$ cat src/rtl/instr_prefetch_buffer.sv
// Instruction prefetch queue feeding the Fetch stage: runs sequential word fetches
// ahead of the pipeline and flushes stale entries/in-flight fetches on redirect.
module instr_prefetch_buffer #(
  parameter int          DEPTH    = 4,
  parameter logic [31:0] RESET_PC = 32'h0000_0000
) (
  input  logic        clk,
  input  logic        reset,
  input  logic        RedirectF,
  input  logic [31:0] RedirectPCF,
  input  logic        AdvanceF,
  output logic [31:0] InstrF,
  output logic [31:0] InstrPCF,
  output logic        InstrValidF,
  output logic        IMemReq,
  output logic [31:0] IMemAddr,
  input  logic        IMemAck,
  input  logic [31:0] IMemRData
);

  localparam int AW = $clog2(DEPTH);
  localparam logic [AW:0] FULL = (AW+1)'(DEPTH);

  typedef enum logic [1:0] {IDLE, FETCH, DISCARD} state_t;

  state_t      state, state_next;
  logic [AW:0] wptr, rptr, count, count_next;
  logic [31:0] instr_mem [DEPTH];
  logic [31:0] pc_mem [DEPTH];
  logic [31:0] fetch_addr, fetch_addr_next;
  logic [31:0] addr_q, addr_next;
  logic        req_q, fire, outstanding, push, pop, valid;

  assign count       = wptr - rptr;
  assign valid       = (count != '0);
  assign fire        = req_q & IMemAck;
  assign outstanding = req_q & ~IMemAck;
  assign push        = fire & (state == FETCH) & ~RedirectF;
  assign pop         = AdvanceF & valid & ~RedirectF;
  assign count_next  = RedirectF ? '0 : (count + (AW+1)'(push) - (AW+1)'(pop));

  // Redirect wins over everything; a still-pending request must drain through DISCARD.
  always_comb begin
    state_next      = state;
    fetch_addr_next = fetch_addr;
    if (RedirectF) begin
      fetch_addr_next = {RedirectPCF[31:2], 2'b00};
      state_next      = outstanding ? DISCARD : FETCH;
    end else begin
      if (push) fetch_addr_next = fetch_addr + 32'd4;
      case (state)
        IDLE:    if (count_next != FULL) state_next = FETCH;
        FETCH:   if (count_next == FULL) state_next = IDLE;
        DISCARD: if (fire) state_next = FETCH;
        default: state_next = FETCH;
      endcase
    end
    addr_next = outstanding ? addr_q : fetch_addr_next;
  end

  always_ff @(posedge clk or posedge reset) begin
    if (reset) begin
      state      <= FETCH;
      wptr       <= '0;
      rptr       <= '0;
      fetch_addr <= RESET_PC;
      req_q      <= 1'b0;
      addr_q     <= '0;
    end else begin
      state      <= state_next;
      fetch_addr <= fetch_addr_next;
      req_q      <= (state_next != IDLE);
      addr_q     <= addr_next;
      if (push) wptr <= wptr + 1'b1;
      if (RedirectF) rptr <= wptr;
      else if (pop) rptr <= rptr + 1'b1;
    end
  end

  // Storage needs no reset: the head is masked whenever the queue is empty.
  always_ff @(posedge clk) begin
    if (push) begin
      instr_mem[wptr[AW-1:0]] <= IMemRData;
      pc_mem[wptr[AW-1:0]]    <= fetch_addr;
    end
  end

  assign InstrValidF = valid;
  assign InstrF      = valid ? instr_mem[rptr[AW-1:0]] : '0;
  assign InstrPCF    = valid ? pc_mem[rptr[AW-1:0]] : '0;
  assign IMemReq     = req_q;
  assign IMemAddr    = addr_q;

endmodule

$ cat config.mk
export PLATFORM = sky130hd
export DESIGN_NAME = instr_prefetch_buffer
export DESIGN_NICKNAME = d
export VERILOG_FILES = /design/src/rtl/instr_prefetch_buffer.sv
export SDC_FILE = /design/constraint.sdc
export NUM_CORES = 1
export LEC_CHECK = 0
export ABC_AREA = 1
export CAP_MARGIN = 5
export CELL_PAD_IN_SITES_DETAIL_PLACEMENT = 1
export CELL_PAD_IN_SITES_GLOBAL_PLACEMENT = 2
export CORE_MARGIN = 2
export CORE_UTILIZATION = 30
export DETAILED_ROUTE_END_ITERATION = 6
export DONT_BUFFER_PORTS = 1
export GPL_ROUTABILITY_DRIVEN = 0
export HOLD_SLACK_MARGIN = 0.06
export PLACE_DENSITY = 0.67
export SYNTH_ARGS = -nofsm -noshare
export SYNTH_HDL_FRONTEND = slang
export SYNTH_SLANG_ARGS = --single-unit
$ cat constraint.sdc
create_clock -name clk -period 3.81 [get_ports clk]
set_input_delay 0.762 -clock clk [delete_from_list [all_inputs] [get_ports clk]]
set_output_delay 0.762 -clock clk [all_outputs]
set_load 0.01 [all_outputs]
==> out/metrics.yaml <==
layout:
  num-nets-final: 1373
  stdcell_count: 1925
  final_layout_size_suffix_gt1_share_pct: 8.66
  fin_util_pct: 34.6
  synthToLayoutAreaGrowth_pct: 14.0
  fillerInstances: 5098
yosys:
  async_flop_share_pct: 22.2
  ys_seq_elements: 329
  ys_types: 41
  netlist_top_cells_count: "edfxtp_1, nand2_1, nor2_1"
  yosysTopAreaCell: "edfxtp_1"
  synth.most_common_cell: "edfxtp_1"
  synthCells: 1294
  syn_area_per_cell_um2: 10.9
  syn_area_um2: 14100
  synth_top_area_share_pct: 54.5
  syn_nets: 1374
  ys.flop_type: "edfxtp_1"
  yosysWarnings: 0
  synth-edff-count: 256
  seq_area_frac_synth_pct: 67.4
  ys_top_cells_by_area: "edfxtp_1, dfrtp_1, nand2_1, nor2_1, o32ai_1"
sta:
  hold_viol: 0
  clock_skew_ps: 9.74
  rsz0062_at_grt: "no"
  finalMaxSlewViolations: 0
  period_share_pct: 92.5
  worstMarginPinSlew_ps: 869
  relSlewSlack_pct: 41.9
  period_minus_slack_ps: 3520
  setup_viol: 0
  tns_ps: 0
  max_freq_mhz: 284
pwr:
  finalPower_uw: 11900
  max-vdd-ir-drop_uv: 409
  power.density_nw_per_um2: 741
  p_leak_uw: 0.00627
global_routing:
  grt_max_degree: 132
  grt_pass1_vias: 9758
  grt-ovfl-total: 0
  grt_pass1_wl_um: 56600
  grt_use_total_pct: 14.8
  antenna_found_initial: 0
setup_path:
  r2r_cells: 17
  path_depth: 9
  path_delay_family: "adder cells"
  slowest_delay_ps: 430
  cp_slowest_cell: "dfrtp_1"
  cp_data_arrival_time_ps: 2760
  path_max_fanout: 40
  required_ps: 3050
  criticalPathCategory: "register to primary output"
  crit_top_cell: "inv_1"
  startpoint_type: "register"
  r2r-start: "wptr[0]"
  startpoint: "wptr[0]"
  cp_num_buf_inv: 3
  reg2reg_setup_slack_ps: 450
  reg2reg_to: "state[0]"
  endpoint_kind: "primary output"
  crit_chain: "inv_1, ha_1, fa_1, xor2_1, xnor2_1, nand3_4, buf_6, nand2_1, inv_1"
clock_tree:
  htreeDepth: 2
  post_cts_buffers: 0
  numCtsBuffers: 38
  clkLatencyLatePin_ps: 540
  clk_pin_slew_worst_paths_ps: 60
  cts_tree: "done"
  clockBufferDepth: 3
  cts_root_buffer: "clkbuf_16"
  cts_sinks: 329
detailed_routing:
  drt-total-wl_um: 36100
  postRouteAntennaNets: 0
  vias: 9215
  first_pass_iters: 4
  routedWlPerCell_um: 18.7
  drcViolationCount: 0
  vias_per_cell: 4.79
  drtIter0Drc: 441
die:
  start_util_pct: 30.4
  die_h_um: 221
  rows: 79
  core_area_um2: 46500
  io_pins: 167
  dieArea_um2: 48800
  fp.dieW_um: 221
flow_run:
  max-cap-violations: 0
outcome:
  status: "finished, final reports clean"
place:
  portBuffers: 0
  dp_cells: 1860
  dp_hpwl_um: 22200
min_path:
  hp-class: "primary input to asynchronous set/reset pin"
## per-stage QoR
step	instance area (um^2)	hold WS, ps	setup slack, ps
CTS	16100	148	60.0
floorplan	14100	476	-479
global placement	14900	537	483
detailed placement	14900	535	441
finish	16100	163	287
global route	16100	186	47.1
## cells by family after synthesis
kind of cell	after synthesis	synth area share [%]
adders and majority gates	11	1.08
buffers and inverters	198	5.76
and+or+nand+nor	579	17.2
xor gates and xnor gates	9	0.559
DFF	329	67.4
AOI/OAI and AO/OA	168	7.98
## area by class of cell
cell class | instances | area, um^2 | area share (%)
flip-flops and latches | 329 | 9520 | 59.2
multi-input cells | 767 | 3820 | 23.8
clock buffers | 51 | 1060 | 6.61
well taps | 607 | 759 | 4.72
inverters | 134 | 507 | 3.15
repair buffers | 23 | 268 | 1.66
clock inverters | 13 | 143 | 0.887
diodes | 1 | 2.50 | 0.0156
## registers in the layout (all words and copies together) (netlist names)
signal / cells
wptr: 3
state: 2
rptr: 3
fetch_addr: 32
instr_mem: 128
IMemReq: 1
IMemAddr: 32
pc_mem: 128
## timing repair
item	CTS	global route
endpoints found under the setup margin	0	40
endpoints found under the hold margin	0	0
hold buffers	0	0
resized for setup	0	2
## routing by layer
metal	vias to the layer above	GRT usage, %	wire (um)
li1	4387	-	-
met1	4601	19.7	16600
met2	170	23.8	16700
met3	57	3.80	1790
met4	0	4.44	889
met5	-	0	0
## worst max-delay path by stage
stage / slack (ps) / endpoint
floorplan: -480 / instr_mem[0][0]
global placement: 480 / state[0]
detailed placement: 440 / state[0]
CTS: 60 / InstrF[8]
global route: 50 / InstrF[8]
finish: 290 / InstrPCF[21]
## worst register-to-register path, delay by kind of cell (launching register included)
family	cells	cell delay, ps
and+or+nand+nor	6	760
DFF	1	430
adders and majority gates	5	1490
buffers and inverters	4	240
xor gates and xnor gates	2	400
## report_power, final
group | internal, uW | switching, uW | leakage, uW | total, uW
registers | 4230 | 241 | 0.00318 | 4470
logic | 1070 | 2800 | 0.00250 | 3880
clock network | 2150 | 1420 | 0.000586 | 3570
total | 7460 | 4460 | 0.00627 | 11900
## placed cells by master (no fill, tap or decap), types with 9 or more instances in the layout
cell | synthesis | layout
clkbuf_16 | 0 | 41
inv_1 | 132 | 130
ha_1 | 9 | 9
o32ai_1 | 64 | 64
or2_2 | 13 | 13
clkbuf_1 | 35 | 10
nand4_1 | 9 | 9
dfrtp_1 | 72 | 70
buf_4 | 0 | 14
edfxtp_1 | 256 | 256
nand3_1 | 54 | 54
o21ai_0 | 78 | 78
nor2_1 | 230 | 225
nand2_1 | 244 | 244
Note: power is estimated with default switching activity, not from simulation.
